[src/rtl/scan_pkg.sv]
// Shared types and default geometry for the scan/capture block.
package scan_pkg;

    localparam int H_ACTIVE_DEF = 240;
    localparam int V_ACTIVE_DEF = 240;
    localparam int ADDR_W_DEF   = 16;

    typedef logic [15:0] pixel_t;

    // Capture entry at the default SRAM address width.
    typedef struct packed {
        logic [ADDR_W_DEF-1:0] addr;
        pixel_t                data;
    } cap_entry_t;

    typedef enum logic {
        IDLE  = 1'b0,
        WRITE = 1'b1
    } wr_state_t;

endpackage

[src/rtl/capture_fifo.sv]
// Single-clock FIFO holding captured {addr, data} entries.
// A push into a full FIFO succeeds only when a pop happens in the same cycle.
module capture_fifo #(
    parameter int WIDTH = 32,
    parameter int DEPTH = 4
) (
    input  logic                         clk,
    input  logic                         rst,
    input  logic                         push,
    input  logic [WIDTH-1:0]             push_data,
    input  logic                         pop,
    output logic [WIDTH-1:0]             pop_data,
    output logic                         full,
    output logic                         empty,
    output logic [$clog2(DEPTH+1)-1:0]   count
);

    localparam int PTR_W = $clog2(DEPTH);
    localparam int CNT_W = $clog2(DEPTH + 1);

    logic [WIDTH-1:0] mem [DEPTH];
    logic [PTR_W-1:0] wr_ptr;
    logic [PTR_W-1:0] rd_ptr;
    logic             push_ok;
    logic             pop_ok;

    assign full     = (count == CNT_W'(DEPTH));
    assign empty    = (count == '0);
    assign pop_ok   = pop && !empty;
    assign push_ok  = push && (!full || pop_ok);
    assign pop_data = mem[rd_ptr];

    always_ff @(posedge clk) begin
        if (push_ok) begin
            mem[wr_ptr] <= push_data;
        end
    end

    always_ff @(posedge clk) begin
        if (rst) begin
            wr_ptr <= '0;
            rd_ptr <= '0;
            count  <= '0;
        end else begin
            if (push_ok) begin
                wr_ptr <= wr_ptr + 1'b1;
            end
            if (pop_ok) begin
                rd_ptr <= rd_ptr + 1'b1;
            end
            case ({push_ok, pop_ok})
                2'b10:   count <= count + 1'b1;
                2'b01:   count <= count - 1'b1;
                default: count <= count;
            endcase
        end
    end

endmodule

[src/rtl/scan_capture.sv]
// Raster scan generator plus pixel capture into SRAM writes via a small FIFO.
// Optional SCAN_STALL_EN: freeze the scan while the FIFO is nearly full.
//
// state | meaning
// IDLE  | no write outstanding; pops the FIFO head as soon as one exists
// WRITE | sram_we high with addr/data held; advances on sram_ready
module scan_capture
    import scan_pkg::*;
#(
    parameter int H_ACTIVE   = H_ACTIVE_DEF,
    parameter int V_ACTIVE   = V_ACTIVE_DEF,
    parameter int FIFO_DEPTH = 4,
    parameter int ADDR_W     = ADDR_W_DEF
) (
    input  logic              clk,
    input  logic              rst,
    output logic [8:0]        x,
    output logic [8:0]        y,
    input  logic [15:0]       dq,
    input  logic              w_en,
    output logic [ADDR_W-1:0] sram_addr,
    output logic [15:0]       sram_wdata,
    output logic              sram_we,
    input  logic              sram_ready,
    output logic              frame_start,
    output logic              overflow
);

    localparam int CNT_W = $clog2(FIFO_DEPTH + 1);

    typedef struct packed {
        logic [ADDR_W-1:0] addr;
        pixel_t            data;
    } entry_t;

    wr_state_t         state;
    logic [8:0]        xd;
    logic [8:0]        yd;
    logic              cap_valid;
    logic [8:0]        x_nxt;
    logic [8:0]        y_nxt;
    logic              stall;
    logic [ADDR_W-1:0] cap_addr;
    logic              fifo_push;
    logic              fifo_pop;
    logic              fifo_full;
    logic              fifo_empty;
    logic [CNT_W-1:0]  fifo_count;
    entry_t            push_entry;
    entry_t            head;

`ifdef SCAN_STALL_EN
    assign stall = (fifo_count >= CNT_W'(FIFO_DEPTH - 1));
`else
    assign stall = 1'b0;
`endif

    always_comb begin
        x_nxt = x + 9'd1;
        y_nxt = y;
        if (x == 9'(H_ACTIVE - 1)) begin
            x_nxt = '0;
            y_nxt = (y == 9'(V_ACTIVE - 1)) ? 9'd0 : y + 9'd1;
        end
    end

    // xd/yd track the coordinate the drawer's registered output belongs to.
    always_ff @(posedge clk) begin
        if (rst) begin
            x           <= '0;
            y           <= '0;
            xd          <= '0;
            yd          <= '0;
            cap_valid   <= 1'b0;
            frame_start <= 1'b0;
        end else begin
            cap_valid <= 1'b1;
            if (!stall) begin
                x           <= x_nxt;
                y           <= y_nxt;
                xd          <= x;
                yd          <= y;
                frame_start <= (x_nxt == '0) && (y_nxt == '0);
            end else begin
                frame_start <= 1'b0;
            end
        end
    end

    assign cap_addr        = ADDR_W'(32'(yd) * 32'(H_ACTIVE) + 32'(xd));
    assign fifo_push       = cap_valid && !w_en;
    assign push_entry.addr = cap_addr;
    assign push_entry.data = dq;
    assign fifo_pop        = !fifo_empty && ((state == IDLE) || sram_ready);

    capture_fifo #(
        .WIDTH ($bits(entry_t)),
        .DEPTH (FIFO_DEPTH)
    ) u_fifo (
        .clk       (clk),
        .rst       (rst),
        .push      (fifo_push),
        .push_data (push_entry),
        .pop       (fifo_pop),
        .pop_data  (head),
        .full      (fifo_full),
        .empty     (fifo_empty),
        .count     (fifo_count)
    );

    always_ff @(posedge clk) begin
        if (rst) begin
            overflow <= 1'b0;
        end else if (fifo_push && fifo_full && !fifo_pop) begin
            overflow <= 1'b1;
        end
    end

    always_ff @(posedge clk) begin
        if (rst) begin
            state      <= IDLE;
            sram_we    <= 1'b0;
            sram_addr  <= '0;
            sram_wdata <= '0;
        end else begin
            case (state)
                IDLE: begin
                    if (!fifo_empty) begin
                        sram_addr  <= head.addr;
                        sram_wdata <= head.data;
                        sram_we    <= 1'b1;
                        state      <= WRITE;
                    end
                end
                WRITE: begin
                    if (sram_ready) begin
                        if (!fifo_empty) begin
                            sram_addr  <= head.addr;
                            sram_wdata <= head.data;
                        end else begin
                            sram_we <= 1'b0;
                            state   <= IDLE;
                        end
                    end
                end
                default: begin
                    sram_we <= 1'b0;
                    state   <= IDLE;
                end
            endcase
        end
    end

    count_in_range: assert property (@(posedge clk) disable iff (rst)
        fifo_count <= CNT_W'(FIFO_DEPTH));

endmodule

[config.mk]
export PLATFORM = sky130hd
export DESIGN_NAME = scan_capture
export DESIGN_NICKNAME = d
export VERILOG_FILES = /design/src/rtl/scan_pkg.sv /design/src/rtl/capture_fifo.sv /design/src/rtl/scan_capture.sv
export SDC_FILE = /design/constraint.sdc
export NUM_CORES = 1
export LEC_CHECK = 0
export CORE_MARGIN = 1.5
export CORE_UTILIZATION = 62
export DETAILED_ROUTE_END_ITERATION = 12
export PLACE_DENSITY = 0.83
export SETUP_SLACK_MARGIN = 0.1
export SYNTH_ARGS = -nofsm -noshare
export SYNTH_HDL_FRONTEND = slang
export SYNTH_SLANG_ARGS = --single-unit
[constraint.sdc]
create_clock -name clk -period 8.13 [get_ports clk]
set_clock_uncertainty 0.05 [all_clocks]
set_input_delay 2.439 -clock clk [delete_from_list [all_inputs] [get_ports clk]]
set_output_delay 2.439 -clock clk [all_outputs]
set_load 0.01 [all_outputs]
==> results of run 1 <==
[worst max-delay path, stage by stage]
cell and delay [ps]:
clkdlybuf4s50_1 490, nor2b_1 100, a31oi_1 620, and2_1 760, buf_4 410
[power by group through the flow]
stage	Combinational, mW	Clock, mW	Sequential (mW)
global route	0.768	1.07	1.29
finish	0.700	1.02	1.28
global placement	0.676	0	1.30
CTS	0.710	1.03	1.28
detailed placement	0.702	0	1.30
floorplan	0.435	0	1.32
[flip-flops by register name (all words and copies together) (netlist names), named ones only]
name and cells:
cap_valid 1, u_fifo.count 3, xd 9, x 9, sram_we 1, u_fifo.mem 128
frame_start 1, state 1, u_fifo.wr_ptr 2, u_fifo.rd_ptr 2, y 9, sram_addr 16
sram_wdata 16, overflow 1, yd 9
[layer usage]
metal / routed length, um / vias up / share of wire [%]
met5: 0 / - / 0
met4: 481 / 0 / 2.9
met3: 948 / 45 / 5.7
met2: 8750 / 188 / 53
met1: 6450 / 2615 / 39
li1: - / 2500 / -
[layout make-up]
cell class | count | area, um2
fill | 809 | 3390
multi-input combinational | 381 | 3100
clock buffer | 30 | 611
inverter | 40 | 150
tap | 180 | 225
timing repair buffer | 80 | 776
sequential | 210 | 5490
clock inverter | 10 | 145
[cells in the mapped netlist, types with 2 or more instances]
library cell  number  area share, %
a21oi_1           53            3.0
nand4_1            3           0.21
o21ai_1            2           0.11
a311oi_1           2           0.20
fa_1              17            3.8
ha_1              26            3.7
o31ai_1            2           0.17
inv_1             40            1.7
o21ai_0            7           0.40
and2_1             6           0.42
xor2_1            10           0.99
nand3_1            8           0.45
nor2_1            37            1.6
nor2b_1           20            1.4
dfxtp_1           82             19
clkbuf_1          21           0.89
a31oi_1            2           0.14
a21o_1             4           0.34
and3_1             6           0.42
nor4_1             2           0.14
xnor2_1           25            2.5
mux4_2            32            8.1
edfxtp_1         128             43
nor3_1            15           0.85
o22ai_1            2           0.14
buf_2              5           0.28
nand2b_1           2           0.14
nand2_1           79            3.4
[cells in the final DEF, fill, tap and decap left out, drive strengths merged, types with 8 or more instances in the layout]
cell type	count
ha	26
inv	41
fa	17
nor2	37
nand3	8
edfxtp	128
xor2	10
o21ai	9
dfxtp	82
a21oi	53
buf	9
nor3	17
mux4	32
clkdlybuf4s50	71
nand2	80
nor2b	20
clkbuf	30
xnor2	25
[logic make-up (layout without fill, tap and decap cells)]
kind of cell    Yosys count  after routing  share of synthesized area [%]
mux                      32             32                           8.14
flops                   210            210                           62.0
xor+xnor                 36             36                           3.72
buf+inv                  68            160                           3.04
simple gates            189            189                           10.4
compound gates           81             81                           5.15
fa+ha+maj                43             43                           7.52
[stage by stage]
step           util, %  hold slack (ps)
3_3_place_gp      70.1              391
6_report          75.6              405
4_1_cts           75.6              405
2_1_floorplan        -              388
5_1_grt           75.6              428
3_5_place_dp      70.1              396
[worst max-delay path by stage]
stage,to,start,slack [ps]
after CTS,u_fifo.mem[3][28],sram_ready,3380
after global routing,u_fifo.mem[1][27],sram_ready,3270
after detailed placement,u_fifo.mem[3][0],sram_ready,2930
after global placement,u_fifo.mem[1][0],sram_ready,3090
after floorplan,u_fifo.mem[0][0],w_en,3840
final,u_fifo.mem[1][27],sram_ready,3420
==> impl_metrics.tcl, run 1 <==
set metrics [dict create \
    status "completed" \
    yosys_warnings 0 \
    p_sw_mw 0.822 \
    r2r-end "u_fifo.mem[0][31]" \
    fin_area_um2 10500 \
    synth_seq_cells 210 \
    syn_to_final_growth_pct 18.6 \
    nets 798 \
    grt_max_degree 78 \
    pwr-share-seq_pct 42.7 \
    hp-start "sram_wdata[2]" \
    finalHoldViolations 0 \
    pin_count 73 \
    worst-path-max-fanout 17 \
    core_area_um2 13900 \
    grt_use_met2_pct 42.5 \
    fp.dieH_um 122 \
    netSwitchingFraction_pct 27.3 \
    post-route-period-util_pct 58.0 \
    dp_hpwl_um 10700 \
    arrival_ps 4840 \
    vias 5348 \
    grt_pass1_wl_um 26800 \
    clkPwrFrac_pct 34.0 \
    drive_above_1_share_pct 11.3 \
    use_met3_pct 4.18 \
    ctsResizeCount 0 \
    setup_viol 0 \
    drtPass1Iterations 4 \
    place_inst 891 \
    hp-class "flop to flop" \
    r2r_start "yd[0]" \
    tightest_slew_ps 836 \
    clock-root-buffer "clkbuf_16" \
    place_area_um2 9730 \
    initial_core_util_pct 63.7 \
    clock_sink_count 210 \
    p_int_mw 2.18 \
    setup_slack_ps 3420 \
    cts.path.max_buffers 3 \
    synth_cells 659 \
    fp.dieW_um 122 \
    start_kind "input port" \
    antenna_found_initial 0 \
    gp_congestion 0.856 \
    cts_setup_buffers 0 \
    max_freq_mhz 212 \
    busiest_layer "met2" \
    netlist_area_um2 8850 \
    ant_nets 0 \
    via_per_inst 5.74 \
    drv_cap 0 \
    async_flop_share_pct 0 \
    grtUsageMet1_pct 27.7 \
    synth_seq_area_share_pct 62.0 \
    post-route-drc-count 0 \
    mappedNetlistNets 722 \
    rsz0062_at_grt "no" \
    rr_worst_depth 13 \
    cts_tree "done" \
    comb_power_share_pct 23.3 \
    whs_endpoint "sram_wdata[2]" \
    worstHoldPathCells 2 \
    slew_violations 0 \
    synth_cell_type_count 49 \
    gr-usage-all-layers_pct 23.3 \
    grt_pass1_vias 5548 \
    grt-ovfl-total 0 \
    clkTransAtPathRegs_ps 60 \
    synth-main-ff-cell "edfxtp_1" \
    avgSynthCellArea_um2 13.4 \
    cp_data_required_time_ps 8250 \
    period_needed_ps 4710 \
    wire_per_inst_um 17.9 \
    n_antenna_cell 0 \
    routed_wl_um 16600 \
    path_class "input port to flop" \
    peakVddDrop_mv 0.190 \
    end_kind "flop" \
    die-area_um2 15000 \
    hold_buffers 0 \
    finalPower_mw 3.00 \
    htreeDepth 1 \
    final_cells 931 \
    pre_cts_ws_ps 2930 \
    p_leak_nw 3.81 \
    setup-tns-final_ps 0 \
    relSlewSlack_pct 44.2 \
    numCtsBuffers 22 \
    synth_edf_count 128 \
    clk_latency_ps 510 \
    std_cell_rows 43 \
    power.density_nw_per_um2 286 \
    place.port_buffers 72 \
    drt_iter0_drc 385 \
    ff2ff_setup_slack_ps 3860 \
]
Note: power is estimated with default switching activity, not from simulation.
==> run 2, diff against run 1 <==
Settings changed: CORE_UTILIZATION 62 to 58, PLACE_DENSITY 0.83 to 0.79.
Clock period 8.13 ns to 4.6 ns, I/O delays scaled along.
==> impl_metrics.tcl, run 2 (synthesis results as in run 1) <==
set metrics [dict create \
    finalHoldViolations 0 \
    drv_cap 0 \
    status "completed" \
    power.density_nw_per_um2 499 \
    clk_latency_ps 500 \
    drive_above_1_share_pct 11.5 \
    hp-start "sram_wdata[6]" \
    slowest_stage "fa_1" \
    cts_setup_buffers 0 \
    drt_iter0_drc 366 \
    hp-class "flop to flop" \
    crit_chain "inv_1 > fa_1 > fa_1 > inv_1 > fa_1 > ha_1 > nand2_1 > o21ai_0 > a21oi_1 > nor3b_1 > nand3_1 > nor3_1 > xnor3_1" \
    end_kind "flop" \
    cts.path.max_buffers 3 \
    ctsResizeCount 0 \
    syn_to_final_growth_pct 18.4 \
    via_per_inst 5.67 \
    setup_viol 0 \
    wire_per_inst_um 17.5 \
    max_freq_mhz 242 \
    peakVddDrop_mv 0.275 \
    drtPass1Iterations 5 \
    largest_reg_flops 128 \
    tightest_slew_ps 847 \
    rsz0062_at_grt "no" \
    slew_violations 0 \
    clock-root-buffer "clkbuf_16" \
    core_area_um2 14700 \
    relSlewSlack_pct 43.4 \
    antenna_found_initial 0 \
    worst-path-max-fanout 4 \
    r2r-end "u_fifo.mem[2][31]" \
    routed_wl_um 16400 \
    initial_core_util_pct 60.2 \
    grt_pass1_vias 5542 \
    crit_buf_inv 2 \
    dp_hpwl_um 10600 \
    nets 803 \
    period_needed_ps 4130 \
    arrival_ps 4290 \
    grt_max_degree 77 \
    clock_sink_count 210 \
    reg_top3 "u_fifo.mem x128, sram_addr x16, sram_wdata x16" \
    pin_count 73 \
    clkTransAtPathRegs_ps 60 \
    final_common_cell "edfxtp_1" \
    vias 5332 \
    die-area_um2 16000 \
    numCtsBuffers 22 \
    start_kind "flop" \
    fp.dieW_um 127 \
    whs_ps 403 \
    cts_tree "done" \
    grt_pass1_wl_um 27200 \
    setup-tns-final_ps 0 \
    path_class "flop to flop" \
    gr-usage-all-layers_pct 21.3 \
    grt-ovfl-total 0 \
    place.port_buffers 72 \
    htreeDepth 1 \
    fp.dieH_um 127 \
    largest-register "u_fifo.mem" \
    post-route-drc-count 0 \
    std_cell_rows 44 \
    p_leak_nw 3.80 \
    r2r_start "yd[0]" \
    cp_data_required_time_ps 4760 \
    final_cell_mix "128 x edfxtp_1, 81 x dfxtp_1, 79 x nand2_1, 71 x clkdlybuf4s50_1, 53 x a21oi_1" \
    ant_nets 0 \
    cp_common_cell "fa_1" \
    gp_congestion 0.850 \
    cpPeakStageDelay_ps 520 \
    ff2ff_setup_slack_ps 470 \
    rr_worst_depth 13 \
    n_antenna_cell 0 \
    post-route-period-util_pct 89.9 \
    worstHoldPathCells 2 \
    hold_buffers 0 \
    whs_endpoint "sram_wdata[6]" \
    cp_top_family "adder cells" \
]
## run 2: worst reg2reg max path: stages (launching register included)
cell,delay [ps]
dfxtp_1,350
inv_1,70
fa_1,520
fa_1,520
inv_1,70
fa_1,440
ha_1,360
nand2_1,60
o21ai_0,150
a21oi_1,120
nor3b_1,340
nand3_1,160
nor3_1,240
xnor3_1,410
## run 2: worst max path at each step
stage | startpoint | end | depth (start not counted)
5_1_grt | yd[2] | u_fifo.mem[2][31] | 13
3_3_place_gp | yd[0] | u_fifo.mem[0][31] | 13
6_report | yd[0] | u_fifo.mem[2][31] | 13
4_1_cts | yd[0] | u_fifo.mem[2][31] | 13
3_5_place_dp | yd[0] | u_fifo.mem[3][31] | 13
2_1_floorplan | yd[0] | u_fifo.mem[0][31] | 13
## run 2: through the flow
step           setup slack, ps  util (%)  instance area (um2)  instances  power [mW]
6_report                   466      71.3                10500        940        5.23
5_1_grt                    138      71.3                10500        940        5.46
2_1_floorplan              763         -                 8850        659        3.11
4_1_cts                    415      71.3                10500        940        5.27
3_3_place_gp               592      66.5                 9780        900        3.53
3_5_place_dp               456      66.5                 9780        900        3.58
## run 2: cell type report
cell class / count / area (um2)
Sequential cell: 210 / 5490
Fill cell: 973 / 4220
Multi-Input combinational cell: 381 / 3100
Timing Repair Buffer: 85 / 813
Clock buffer: 34 / 626
Tap cell: 184 / 230
Inverter: 40 / 150
Clock inverter: 6 / 75.1
## run 2: where the power goes
| part | leakage [nW] | internal, mW | total [mW] | switching, mW |
|---|---|---|---|---|
| combinational | 1.62 | 0.596 | 1.23 | 0.632 |
| sequential | 1.85 | 2.17 | 2.33 | 0.156 |
| clock | 0.333 | 0.999 | 1.68 | 0.680 |
| total | 3.80 | 3.76 | 5.23 | 1.47 |
## run 2: per-layer routing
| metal | vias to the layer above | GRT usage (%) | wire length [um] |
|---|---|---|---|
| li1 | 2512 | - | - |
| met1 | 2613 | 27.1 | 6670 |
| met2 | 180 | 38.3 | 8550 |
| met3 | 27 | 3.16 | 916 |
| met4 | 0 | 5.48 | 279 |
| met5 | - | 0 | 0 |
==> run 3, diff against run 2 <==
Settings changed: SLEW_MARGIN set to 15.
==> results of run 3 <==
The final DEF is identical to that of run 2; final timing and power are the same.
